[src/rtl/ecg_beat_sequencer.sv]
// Plays whole ECG heartbeats: BEAT_LEN SINE slots, then gap_len zero slots, repeated or counted.
// Latency: one register stage from sample_req_in to gen_sample_req/gen_control.
// No backpressure: every codec slot produces one request. Macro ECG_BEAT_SEQ_LOOPBACK_EN adds LOOP.
module ecg_beat_sequencer #(
    parameter int BEAT_LEN = 100,
    parameter int GAP_W    = 12,
    parameter int CNT_W    = 8
) (
    input  logic             clk,
    input  logic             rst_n,
    input  logic             sample_req_in,
    input  logic             start,
    input  logic             stop,
    input  logic             loopback_en,
    input  logic [GAP_W-1:0] gap_len,
    input  logic [CNT_W-1:0] beat_count,
    output logic             gen_sample_req,
    output logic [3:0]       gen_control,
    output logic             busy,
    output logic             beat_pulse,
    output logic             done,
    output logic [CNT_W-1:0] beat_idx
);

    localparam int PH_W = (BEAT_LEN > 1) ? $clog2(BEAT_LEN) : 1;
    localparam logic [PH_W-1:0] PH_LAST = PH_W'(BEAT_LEN - 1);

    localparam logic [1:0] S_IDLE = 2'd0;
    localparam logic [1:0] S_BEAT = 2'd1;
    localparam logic [1:0] S_GAP  = 2'd2;
`ifdef ECG_BEAT_SEQ_LOOPBACK_EN
    localparam logic [1:0] S_LOOP = 2'd3;
`endif

    logic [1:0]       state;
    logic [PH_W-1:0]  phase;
    logic [GAP_W-1:0] gap_cnt;
    logic [GAP_W-1:0] gap_lat;
    logic [CNT_W-1:0] beat_cnt;
    logic [CNT_W-1:0] cnt_lat;
    logic [CNT_W-1:0] beat_inc;
    logic             stop_pend;
    logic [3:0]       ctrl_now;

    assign beat_inc = beat_cnt + 1'b1;
    assign busy     = (state != S_IDLE);
    assign beat_idx = beat_cnt;

    // Control word reflects the state the slot arrives in, before any transition it causes.
`ifdef ECG_BEAT_SEQ_LOOPBACK_EN
    assign ctrl_now = {2'b00, state == S_LOOP, state == S_BEAT};
`else
    assign ctrl_now = {3'b000, state == S_BEAT};
    logic unused_loopback;
    assign unused_loopback = loopback_en;
`endif

    always_ff @(posedge clk) begin
        if (!rst_n) begin
            state          <= S_IDLE;
            phase          <= '0;
            gap_cnt        <= '0;
            gap_lat        <= '0;
            beat_cnt       <= '0;
            cnt_lat        <= '0;
            stop_pend      <= 1'b0;
            gen_sample_req <= 1'b0;
            gen_control    <= 4'b0000;
            beat_pulse     <= 1'b0;
            done           <= 1'b0;
        end else begin
            gen_sample_req <= sample_req_in;
            beat_pulse     <= 1'b0;
            done           <= 1'b0;
            if (sample_req_in) begin
                gen_control <= ctrl_now;
            end

            case (state)
                S_IDLE: begin
`ifdef ECG_BEAT_SEQ_LOOPBACK_EN
                    if (loopback_en) begin
                        state <= S_LOOP;
                    end else
`endif
                    if (start && !stop) begin
                        gap_lat   <= gap_len;
                        cnt_lat   <= beat_count;
                        phase     <= '0;
                        gap_cnt   <= '0;
                        beat_cnt  <= '0;
                        stop_pend <= 1'b0;
                        state     <= S_BEAT;
                    end
                end

                S_BEAT: begin
                    if (stop) begin
                        stop_pend <= 1'b1;
                    end
                    if (sample_req_in) begin
                        if (phase == PH_LAST) begin
                            phase      <= '0;
                            beat_pulse <= 1'b1;
                            beat_cnt   <= beat_inc;
                            if (cnt_lat != '0 && beat_inc == cnt_lat) begin
                                done      <= 1'b1;
                                stop_pend <= 1'b0;
                                state     <= S_IDLE;
                            end else if (stop_pend) begin
                                stop_pend <= 1'b0;
                                state     <= S_IDLE;
                            end else if (gap_lat != '0) begin
                                state <= S_GAP;
                            end
                        end else begin
                            phase <= phase + 1'b1;
                        end
                    end
                end

                S_GAP: begin
                    if (stop) begin
                        stop_pend <= 1'b1;
                    end
                    if (sample_req_in) begin
                        if (stop_pend) begin
                            gap_cnt   <= '0;
                            stop_pend <= 1'b0;
                            state     <= S_IDLE;
                        end else if (gap_cnt == gap_lat - 1'b1) begin
                            gap_cnt <= '0;
                            state   <= S_BEAT;
                        end else begin
                            gap_cnt <= gap_cnt + 1'b1;
                        end
                    end
                end

`ifdef ECG_BEAT_SEQ_LOOPBACK_EN
                S_LOOP: begin
                    if (!loopback_en) begin
                        state <= S_IDLE;
                    end
                end
`endif

                default: begin
                    state <= S_IDLE;
                end
            endcase
        end
    end

endmodule

[config.mk]
export PLATFORM = sky130hd
export DESIGN_NAME = ecg_beat_sequencer
export DESIGN_NICKNAME = d
export VERILOG_FILES = /design/src/rtl/ecg_beat_sequencer.sv
export SDC_FILE = /design/constraint.sdc
export NUM_CORES = 1
export LEC_CHECK = 0
export BUFFER_PORTS_ARGS = -buffer_cell sky130_fd_sc_hd__buf_4
export CAP_MARGIN = 20
export CORE_MARGIN = 2
export CORE_UTILIZATION = 43
export CTS_CLUSTER_DIAMETER = 120
export DETAILED_ROUTE_END_ITERATION = 7
export GPL_TIMING_DRIVEN = 0
export SKIP_LAST_GASP = 1
export SLEW_MARGIN = 20
export SYNTH_ARGS = -nofsm -noshare
export SYNTH_HDL_FRONTEND = slang
export SYNTH_SLANG_ARGS = --single-unit
[constraint.sdc]
create_clock -name clk -period 3.8 [get_ports clk]
set_input_delay 0.95 -clock clk [delete_from_list [all_inputs] [get_ports clk]]
set_output_delay 0.95 -clock clk [all_outputs]
set_load 0.01 [all_outputs]
=== Word level (Yosys, flattened, before mapping) ===
Index checks and enable logic that the tools add are counted.

* $add $sub $neg: 4
* $mul: 0
* Divide/modulo/power cells: 0
* Order comparisons: 0
* Eq/ne operators: 11
* Shift operators: 0
* Multiplexer cells: 33
* Bitwise operators: 0
* Reduce and logical (&&, ||, !) cells: 18

{| class="wikitable"
|+ Operator list
! kind !! number
|-
| 12-bit two-way mux || 4
|-
| 8-bit two-way mux || 3
|-
| 12-bit one-hot mux with 2 select lines || 1
|-
| 7-bit two-way mux || 3
|-
| 2-bit two-way mux || 9
|-
| 8-bit one-hot mux with 2 select lines || 1
|-
| 7-bit one-hot mux with 2 select lines || 1
|-
| 12-bit by 1-bit adder with 12-bit output, second input constant || 1
|-
| 12-bit equality test || 1
|-
| 12-bit nonzero test || 1
|-
| 12-bit by 1-bit subtractor with 12-bit output, second input constant || 1
|-
| 1-bit two-way mux || 9
|-
| 3-bit AND reduction || 3
|-
| 8-bit by 1-bit adder with 8-bit output, second input constant || 1
|-
| 8-bit equality test || 1
|-
| 4-bit AND reduction || 2
|-
| 8-bit nonzero test || 1
|-
| 7-bit by 1-bit adder with 7-bit output, second input constant || 1
|-
| 7-bit equality test, second input constant || 1
|-
| 2-bit != test, second input constant || 3
|-
| 2-bit one-hot mux with 3 select lines || 1
|-
| 6-bit AND reduction || 1
|-
| 2-bit nonzero test || 3
|-
| 4-bit by 2-bit != test with 1-bit output, second input constant || 1
|-
| 10 further kinds || 12
|}

* Register bits after elaboration: 54
* Bits in latches: 0
* Bits in writable memories: 0
* ROM bits: 0
* Bits of input ports: 26
* Word-level logic and storage cells: 77
* Memories: 0

=== Longest topological paths before layout ===
Gate-level depths: netlist of the first run.

* Depth after elaboration: 7
* Gate-level depth with buffers: 11

=== Worst setup path before layout of the first run ===
OpenSTA, ideal clock, no wires.

* Path kind: register to register
* From: register gap_lat[0]
* To: register state[1]
* Arrival time: 2.360 ns
* Path slack: 1.325 ns
* Stages on the path, launching flop included: 11
* Clock period less this slack: 2.475 ns
* Cell sequence: dfxtp_1 > inv_1 > ha_1 > or4b_1 > buf_2 > nor2_2 > a221oi_1 > a2111oi_2 > a31oi_2 > nand3b_4 > a31o_1

* Cells in the longest elaborated chain, start to end: 4

{| class="wikitable"
|+ Ends and longest elaborated chain
! element !! RTL line !! source
|-
| start: declaration || 38 || <nowiki>logic [GAP_W-1:0] gap_lat;</nowiki>
|-
| start signal: assignment || 87 || <nowiki>gap_lat <= gap_len;</nowiki>
|-
| 12-bit by 1-bit subtractor with 12-bit output || 131 || <nowiki>end else if (gap_cnt == gap_lat - 1'b1) begin</nowiki>
|-
| 12-bit equality test || 131 ||
|-
| 3-bit != test (no source line) || n/a ||
|-
| 6-bit AND reduction (no source line) * || n/a ||
|-
| end signal: assignment || 130 || <nowiki>state <= S_IDLE;</nowiki>
|-
| end signal: assignment || 133 || <nowiki>state <= S_BEAT;</nowiki>
|-
| end signal: assignment || 149 || <nowiki>state <= S_IDLE;</nowiki>
|-
| end: declaration || 35 || <nowiki>logic [1:0] state;</nowiki>
|}

Every way passes the cells marked *; elsewhere a longest branch is shown, timed or not.
A chain may end at the register's enable or synchronous reset.

=== Worst setup path in the final report of the first run ===
* From: register gap_lat[0]
* To: register gap_cnt[5]

* Cells in the longest elaborated chain, start to end: 6

{| class="wikitable"
|+ Ends and longest elaborated chain
! element !! RTL line !! source
|-
| 12-bit by 1-bit subtractor with 12-bit output || 131 ||
|-
| 12-bit equality test || 131 ||
|-
| 12-bit two-way mux || 131 ||
|-
| 12-bit two-way mux || 127 || <nowiki>if (stop_pend) begin</nowiki>
|-
| 12-bit two-way mux || 126 || <nowiki>if (sample_req_in) begin</nowiki>
|-
| 12-bit one-hot mux with 2 select lines || 79 || <nowiki>case (state)</nowiki>
|-
| end signal: assignment || 135 || <nowiki>gap_cnt <= gap_cnt + 1'b1;</nowiki>
|-
| end: declaration || 37 || <nowiki>logic [GAP_W-1:0] gap_cnt;</nowiki>
|}

Every way passes these cells. The select of a mux whose other input is x is not followed.

==> metrics.txt, run 1 <==
Max-slew headroom 0.635; critical path endpoint category register; hold buffer count at CTS 0; global-route wire length before repair 11,700 µm; HPWL Detailed 5340 µm; synthesized cell area a little over 0.003 mm²; ys async rst share 0; DP Cell Count approximately 530; CTS max path bufs 2; Synth area leader dfxtp_1; fill count a little under 700; Clock Latency Late Sink 0.31 ns; post-synthesis mux area share 0.0129; die extent in y 88.9 µm; main combinational cell family by area after synthesis simple AND/OR/NAND/NOR gates; worst reg2reg path depth 10; Synth Area in Compound Gates 0.164; Worst Tran Pin Value 0.548 ns; Reg clk slew, reported paths around 0.10 ns; number of synthesized flops with an enable pin 0; Buffers on Ports 37; syn avg cell area 7.91 µm²; Final Wtd Congestion ~0.85; main area contributors after synthesis dfxtp_1, nand2_1, xor2_1, xnor2_1, a21boi_0; crit path max fanout 8; Post-route DRC 0; Lkg Pwr between 1 and 1.5 nW; pwr dens 421 mW/mm²; Via density slightly above 5; post-route design area 0.00361 mm²; Ys Warns 0; Cells after Synth a little under 400; Congestion Overflow GR 0; final total negative setup slack 0 ns; synthesized flop and latch total 54; Final Critical Period 2.85 ns; Setup Buffers After CTS 0; GRT Total Usage 0.188; DP Area 0.00350 mm²; Primary FF master, synth dfxtp_1; WP data required about 4 ns; Layout Nets 472; via count 2,772; Pins Over Slew Limit 0; initial antenna violation count 0; Die W 88.9 µm; pin count of the biggest net entering global routing 17; max cap viols 0; cts bufs inserted 5; WHS 0.461 ns; htree depth 2; Post-Synth XOR/XNOR Area 0.105; slowest stage delay, CP roughly 0.44 ns; antenna-violating nets left 0; CP Cell Sequence inv_1 > ha_1 > or4b_1 > buf_2 > nor2_2 > a221oi_1 > a2111oi_2 > a31oi_2 > o21ai_2 > nor2_1; final setup violation count 0; vias in the first global route 2,558; aggregate routed wire length 7060 µm; RSZ-0062 raised after global routing false; Wirelength per Cell 13.2 µm; register area share after synthesis 0.349; Initial Utilization 0.451; DR iter-0 viols 118; maximum vdd drop 0.161 mV; Clock Tree Root clkbuf_8; die area 0.00790 mm²; synth-to-layout area growth 16.6%; post-synth top area share 0.349; n_diodes 0; post-route clock period utilization 0.749; clk sinks between 50 and 60; Util after Layout 0.526; Worst Path Class, Setup register to register; slowest CP cell or4b_1; synth unique cells 55; HP Class register to register; Synth Area in Adders 0.0323; crit path DAT ~3.0 ns; FF-to-FF Start gap_lat[0]; Fin. Hold Viols 0; Critical Path Start Type register; FMAX 351 MHz; simple-gate share of the synthesized area 0.298; share of layout cells above drive strength 1 0.134; FF-to-FF End gap_cnt[5]; core area 0.00687 mm²; Final Skew between 0.006 and 0.007 ns; worst hold start gen_control[0]; io pins 42; Detailed Routing Iterations Pass 1 4; Post-Layout Cell Count 535; CTS tree yes; Hold Path Stages 2; WHS Endpoint gen_control[0]; row cnt 30; worst reg-to-reg setup slack 0.95 ns; Resize count post-CTS 0; status completed
where the power goes:
| part | switching, mW | total [mW] | leakage, nW | internal, mW |
|---|---|---|---|---|
| sequential | 0.0418 | 0.643 | 0.438 | 0.601 |
| clock | 0.193 | 0.390 | 0.0514 | 0.197 |
| combinational | 0.292 | 0.490 | 0.893 | 0.199 |
| total | 0.527 | 1.52 | 1.38 | 0.996 |
per-stage QoR:
step                worst slack [ns]  power (mW)
floorplan                       1.32        1.01
global placement               0.915        1.14
detailed placement             0.878        1.15
CTS                            0.909        1.54
global route                   0.703        1.63
finish                         0.952        1.52
cells in the mapped netlist (all sizes together), types with 3 or more instances:
master   n
a21oi   17
or3      6
nor3    12
o21ai   11
and3     3
xnor2   18
ha       8
mux2i    4
nor2    29
xor2    19
nand2   79
dfxtp   54
buf      5
and2     7
inv      8
nor4     3
nor2b    4
o31a     3
clkbuf  16
nand3   13
a31oi    4
nand2b   7
or2      3
o21a     5
nand4    5
a21boi  18
sequential cells by signal, indices dropped and copies added, names as in the netlist:
signal / cells
done: 1
beat_pulse: 1
gen_control: 1
cnt_lat: 8
state: 2
phase: 7
stop_pend: 1
gen_sample_req: 1
gap_lat: 12
gap_cnt: 12
beat_idx: 8
worst max-delay path, delay by kind of cell (launching register included):
family	cells	cell delay (ns)
adder cells (fa/ha/maj)	1	0.26
AO/OA/AOI/OAI	4	1.19
AND/OR/NAND/NOR	3	0.63
flip-flops	1	0.38
buffers and inverters	2	0.27
cell families (layout without fill, tap and decap cells):
kind of cell | Yosys count | count (layout)
AO/OA/AOI/OAI | 73 | 73
XOR/XNOR | 37 | 37
adder cells (fa/ha/maj) | 8 | 8
buffers and inverters | 29 | 74
flip-flops | 54 | 54
multiplexers | 4 | 4
other | 1 | 3
AND/OR/NAND/NOR | 186 | 186
how the worst max path moves through the flow:
stage,slack [ns],startpoint,endpoint,depth (start not counted)
floorplan,1.32,gap_lat[0],state[1],10
global placement,0.92,stop,phase[2],8
detailed placement,0.88,stop,beat_idx[4],8
CTS,0.91,gap_lat[0],gap_cnt[5],10
global route,0.70,gap_lat[0],gap_cnt[4],10
finish,0.95,gap_lat[0],gap_cnt[5],10
layout by cell type, fill, tap and decap left out, drive strengths merged, types with 2 or more instances in the layout:
cell and count:
nand2 79, dfxtp 54, buf 42, nor2 29
clkbuf 22, xor2 19, a21boi 18, xnor2 18
a21oi 17, nand3 13, nor3 12, o21ai 11
inv 8, ha 8, nand2b 7, and2 7
or3 6, o21a 5, nand4 5, nor2b 4
mux2i 4, a31oi 4, and3 3, or2 3
o31a 3, conb 3, nor4 3, nor4bb 2
nor3b 2, or3b 2, o311ai 2, a211oi 2
a41oi 2, or4b 2, nand4b 2, nand3b 2
a2111oi 2
cell type report:
| class | count | area (µm²) | area share |
|---|---|---|---|
| Tap cell | 96 | 120 | 0.0332 |
| Buffer | 21 | 91.3 | 0.0253 |
| Timing Repair Buffer | 37 | 278 | 0.0768 |
| Sequential cell | 54 | 1080 | 0.299 |
| Clock buffer | 6 | 72.6 | 0.0201 |
| Clock inverter | 2 | 37.5 | 0.0104 |
| Inverter | 8 | 30.0 | 0.00831 |
| Multi-Input combinational cell | 311 | 1900 | 0.527 |
per-layer routing:
layer	track usage	wire length, µm
met5	0	0
met4	0.0496	87
met3	0.0332	253
met2	0.346	3470
met1	0.225	3260
(Power assumes the default switching activity.)
==> run 2: changes to the inputs <==
--- a/config.mk
+++ b/config.mk
@@ -5,6 +5,7 @@
 export SDC_FILE = /design/constraint.sdc
 export NUM_CORES = 1
 export LEC_CHECK = 0
+export ABC_AREA = 1
 export BUFFER_PORTS_ARGS = -buffer_cell sky130_fd_sc_hd__buf_4
 export CAP_MARGIN = 20
 export CORE_MARGIN = 2
==> constraint.sdc (replaced) <==
create_clock -name clk -period 2.5 [get_ports clk]
set_input_delay 0.625 -clock clk [delete_from_list [all_inputs] [get_ports clk]]
set_output_delay 0.625 -clock clk [all_outputs]
set_load 0.01 [all_outputs]
==> run 2 against run 1 <==
  * Sequential share of layout area is 0.83 points lower
  * Largest cell class unchanged
  * Worst hold slack improved by 0.023 ns
  * Clock power is 51% higher
  * Sequential cell count stayed put
  * Combinational power is 100% higher
  * Routed wire length is 4.8% higher
  * Cell count up 16%
==> metrics.txt, run 2 <==
status completed; ys async rst share 0; Via density 4.83; WL met1 3530 µm; WP data required 2.73 ns; Hold Path Stages 2; final total negative setup slack 0 ns; GRT Total Usage 0.189; hold buffer count at CTS 0; clk sinks 54; Final Critical Period 2.14 ns; synth unique cells 36; critical path endpoint category register; Die W 90.2 µm; Resize count post-CTS 0; CTS tree yes; io pins 42; top flop regs gap_cnt (12), gap_lat (12); Ys Warns 0; CP Cell Sequence inv_1 > ha_1 > buf_4 > inv_1 > o21ai_0 > o21ai_1 > nor2_2 > inv_1 > nand2_2 > nor3b_1; commonest non-fill, non-tap cell in the layout nand2_1; Clock Tree Root clkbuf_8; Commonest cells post-synth nand2_1, inv_1, dfxtp_1; row cnt 31; Worst Path Buf+Inv 4; n_diodes 0; WHS 0.484 ns; Setup Buffers After CTS 0; synthesized flop and latch total 54; DR iter-0 viols 87; Worst Tran Pin Value 0.592 ns; most common cell in the netlist nand2_1; share of layout cells above drive strength 1 0.171; Final Skew around 0.0094 ns; Reg clk slew, reported paths ~0.10 ns; synthesized cell area 0.00320 mm²; final setup violation count 0; FMAX 467 MHz; Fin. Hold Viols 0; die extent in y 90.2 µm; Cells after Synth 474; htree depth 2; Max-slew headroom 0.605; Pins Over Slew Limit 0; pre-CTS WS 0.319 ns; most frequent cells in the layout nand2_1, inv_1, dfxtp_1; CTS max path bufs 2; CP most frequent cell inv_1; Detailed Routing Iterations Pass 1 4; WHS Endpoint gen_control[0]; crit path max fanout 8; setup ws final roughly 0.36 ns; Lkg Pwr 1.61 nW; register area share after synthesis 0.338; pwr dens 699 mW/mm²; HP Class register to register; post-synth top area share 0.338; cts bufs inserted 5; FF-to-FF End phase[2]; met2 wire len about 3600 µm; Primary FF master, synth dfxtp_1; crit path DAT 2.37 ns; worst reg-to-reg setup slack 0.36 ns; worst hold start gen_control[0]; slowest CP cell dfxtp_1; worst reg2reg path depth 10; initial antenna violation count 0; Worst path depth 10; Post-route DRC 0; Synth area leader dfxtp_1; Pwr Total roughly 2.6 mW; RSZ-0062 raised after global routing false; aggregate routed wire length 7410 µm; Congestion Overflow GR 0; syn avg cell area between 6 and 7 µm²; via count 2,996; die area 0.00814 mm²; FF-to-FF Start state[1]; highest routed layer met4; slowest stage delay, CP between 0.3 and 0.4 ns; global-route wire length before repair roughly 13,000 µm; Initial Utilization 0.443; Clock Latency Late Sink 0.31 ns; pin count of the biggest net entering global routing 17; max cap viols 0; met3 WL ~190 µm; Layout Nets ~550; synth-to-layout area growth 16.2%; main area contributors after synthesis dfxtp_1, nand2_1, inv_1, nor2_1, a21oi_1; number of synthesized flops with an enable pin 0; core area 0.00721 mm²; Worst Path Class, Setup register to register; maximum vdd drop between 0.2 and 0.3 mV; vias in the first global route between 2k and 3k; HPWL Detailed between 5000 and 6000 µm; antenna-violating nets left 0; Buffers on Ports 37; Critical Path Start Type register; post-route clock period utilization 0.856; Final Wtd Congestion 0.816; Wirelength per Cell 11.9 µm; Crit path max-delay family buffers and inverters
==> run 2: metal layers <==
metal,global-route usage,vias to the layer above
met1,0.230,1348
met5,0,-
met4,0.0705,0
li1,-,1594
met3,0.0293,12
met2,0.336,42
==> run 2: worst max-delay path by stage <==
stage               startpoint           to  slack, ns
floorplan                 stop   gap_cnt[9]       0.63
global placement          stop  beat_idx[6]       0.32
detailed placement        stop   gap_cnt[9]       0.32
CTS                   state[1]     phase[2]       0.36
global route          state[1]     phase[3]       0.06
finish                state[1]     phase[2]       0.36
==> run 2: layout make-up <==
cell class / instances / area [µm²]
Clock inverter: 2 / 37.5
Fill cell: 757 / 3500
Buffer: 12 / 67.6
Sequential cell: 54 / 1080
Multi-Input combinational cell: 336 / 1780
Tap cell: 99 / 124
Clock buffer: 6 / 72.6
Timing Repair Buffer: 37 / 278
Inverter: 74 / 278
==> run 2: worst register-to-register path: stages, from the launching register on <==
cell	delay, ns
dfxtp_1	0.37
inv_1	0.09
ha_1	0.18
buf_4	0.17
inv_1	0.13
o21ai_0	0.11
o21ai_1	0.26
nor2_2	0.15
inv_1	0.23
nand2_2	0.16
nor3b_1	0.23
==> run 2: cells by family after synthesis <==
family,after synthesis,synth area share
simple gates,234,0.345
xor+xnor,17,0.0509
fa+ha+maj,8,0.0313
flops,54,0.338
buf+inv,86,0.108
compound gates,74,0.126
other cells,1,0.00117
==> run 2: stage by stage <==
step,cells,cell area [µm²],utilization
floorplan,476,3210,-
global placement,612,3610,0.500
detailed placement,612,3610,0.500
CTS,620,3720,0.515
global route,620,3720,0.515
finish,620,3720,0.515
==> run 2: power breakdown <==
part	switching, mW	internal [mW]	total [mW]
clock	0.290	0.299	0.589
combinational	0.627	0.363	0.990
sequential	0.0795	0.941	1.02
total	0.996	1.60	2.60
==> run 3: changes to the inputs <==
--- a/config.mk
+++ b/config.mk
@@ -9,7 +9,7 @@
 export BUFFER_PORTS_ARGS = -buffer_cell sky130_fd_sc_hd__buf_4
 export CAP_MARGIN = 20
 export CORE_MARGIN = 2
-export CORE_UTILIZATION = 43
+export CORE_UTILIZATION = 42
 export CTS_CLUSTER_DIAMETER = 120
 export DETAILED_ROUTE_END_ITERATION = 7
 export GPL_TIMING_DRIVEN = 0
==> run 3 against run 2 <==
  * Die area increased by 2.3%
  * Global-route usage is 0.18 points lower
  * Routed wire length shrank 0.27%
  * Critical endpoint is now phase[5]
  * Setup slack improved by 0.032 ns
  * Critical path depth fell by 1
  * Combinational power decreased by 0.4%
  * Highest routed layer unchanged
  * Final area fell by 0.40%
  * Fmax grew 1.5%
  * Via count down 0.33%
  * Largest power group unchanged
  * Sequential share of layout area grew 0.12 points
  * Power is 2.9% lower
  * Cell count unchanged
==> metrics.txt, run 3 (synthesis gave the netlist of run 2 again) <==
die extent in y roughly 90 µm; Via density about 4.8; Switching Fraction 0.395; antenna-violating nets left 0; share of layout cells above drive strength 1 0.173; FF-to-FF End phase[5]; row cnt 31; Resize count post-CTS 0; Internal Power 1.53 mW; clk sinks 54; Final Wtd Congestion about 0.82; worst reg2reg path depth 9; Congestion Overflow GR 0; HPWL Detailed roughly 5800 µm; via count 2,986; Post-route DRC 0; FMAX roughly 470 MHz; aggregate routed wire length 7390 µm; Critical Path Start Type register; met1 usage 0.230; final setup violation count 0; Final Critical Period 2.11 ns; DP Area 0.00361 mm²; Die W 91.3 µm; Worst Path Class, Setup register to register; Lkg Pwr 1.61 nW; Worst Tran Pin Value 0.595 ns; critical path endpoint category register; pre-CTS WS 0.324 ns; Setup Buffers After CTS 0; Detailed Routing Iterations Pass 1 4; Fin. Hold Viols 0; Sw Pwr approximately 1000 µW; post-route clock period utilization 0.843; max cap viols 0; post-route design area approximately 0.0037 mm²; RSZ-0062 raised after global routing false; status completed; setup ws final 0.392 ns; die area 0.00833 mm²; top flop regs gap_cnt (12), gap_lat (12); cts bufs inserted 5; crit path from state[0]; maximum vdd drop around 0.30 mV; Pins Over Slew Limit 0; n_diodes 0; Worst setup endpoint phase[5]; HP Class register to register; io pins 42; Max-slew headroom 0.603; most frequent cells in the layout nand2_1, inv_1, dfxtp_1; DR iter-0 viols 101; Most Crowded Layer GR met2; GR Layer Usage met3 0.0282; Pwr Total 2.52 mW; htree depth 2; Logic pwr share 0.390; pin count of the biggest net entering global routing 17; Seq pwr share 0.404; FF-to-FF Start state[0]; met2 usage 0.341; Buffers on Ports 37; core area 0.00733 mm²; Layout Nets 554; crit path max fanout 7; CTS tree yes; Clk network pwr share 0.206; Wirelength per Cell 11.9 µm; WP data required between 2 and 3 ns; global-route wire length before repair 12,700 µm; GRT Total Usage 0.187; crit path DAT 2.34 ns; commonest non-fill, non-tap cell in the layout nand2_1; pwr dens about 680 mW/mm²; vias in the first global route 2,834; worst reg-to-reg setup slack 0.39 ns; Initial Utilization 0.436; hold buffer count at CTS 0; Clock Latency Late Sink 0.31 ns; Reg clk slew, reported paths 0.10 ns; synth-to-layout area growth 15.8%; CTS max path bufs 2; Final Skew 0.00434 ns; final total negative setup slack 0 ns; initial antenna violation count 0; Clock Tree Root clkbuf_8
==> run 3: cell count changes in the layout (fill, tap and decap cells not counted), sizes merged <==
| cell | previous run | this run |
|---|---|---|
| bufinv | 1 | 0 |
| clkinv | 2 | 3 |
==> run 3: per-layer routing <==
metal,routed length [µm],part of all wire,vias to the layer above
met5,0,0,-
met4,70,0.0095,0
met3,270,0.037,7
met2,3650,0.49,55
met1,3400,0.46,1326
li1,-,-,1598
==> run 3: final cells by class <==
type | count | area, µm²
plain buffers | 12 | 67.6
clock buffers | 6 | 82.6
clock inverters | 2 | 12.5
fillers | 758 | 3630
inverters | 74 | 278
multi-input cells | 336 | 1780
flip-flops and latches | 54 | 1080
well taps | 99 | 124
repair buffers | 37 | 278
==> run 3: worst min-delay path by stage <==
stage / start / end / cells past startpoint
after CTS: gen_control[0] / gen_control[0] / 2
after floorplan: gap_lat[1] / gap_lat[1] / 2
final: gen_control[0] / gen_control[0] / 2
after global placement: gen_control[0] / gen_control[0] / 2
after global routing: gen_control[0] / gen_control[0] / 2
after detailed placement: gen_control[0] / gen_control[0] / 2
==> run 3: power groups by stage <==
stage / sequential [mW] / combinational, mW / clock [mW]
floorplan: 1.02 / 0.767 / 0
global placement: 1.04 / 0.979 / 0
detailed placement: 1.04 / 0.992 / 0
CTS: 1.02 / 0.996 / 0.538
global route: 1.03 / 1.13 / 0.576
finish: 1.02 / 0.986 / 0.520
==> run 3: through the flow <==
stage | utilization | cells | hold WS [ns]
global placement | 0.492 | 612 | 0.470
detailed placement | 0.492 | 612 | 0.464
global route | 0.505 | 620 | 0.512
finish | 0.505 | 620 | 0.479
CTS | 0.505 | 620 | 0.481
floorplan | - | 476 | 0.448
==> run 3: critical path: stages, from the launching register on <==
cell and delay (ns):
dfxtp_1 0.37, inv_1 0.08, ha_1 0.25, nand3_1 0.21, o21ai_0 0.13, o21ai_1 0.24
nor2_2 0.14, inv_1 0.22, nand2_2 0.17, nor3_1 0.23
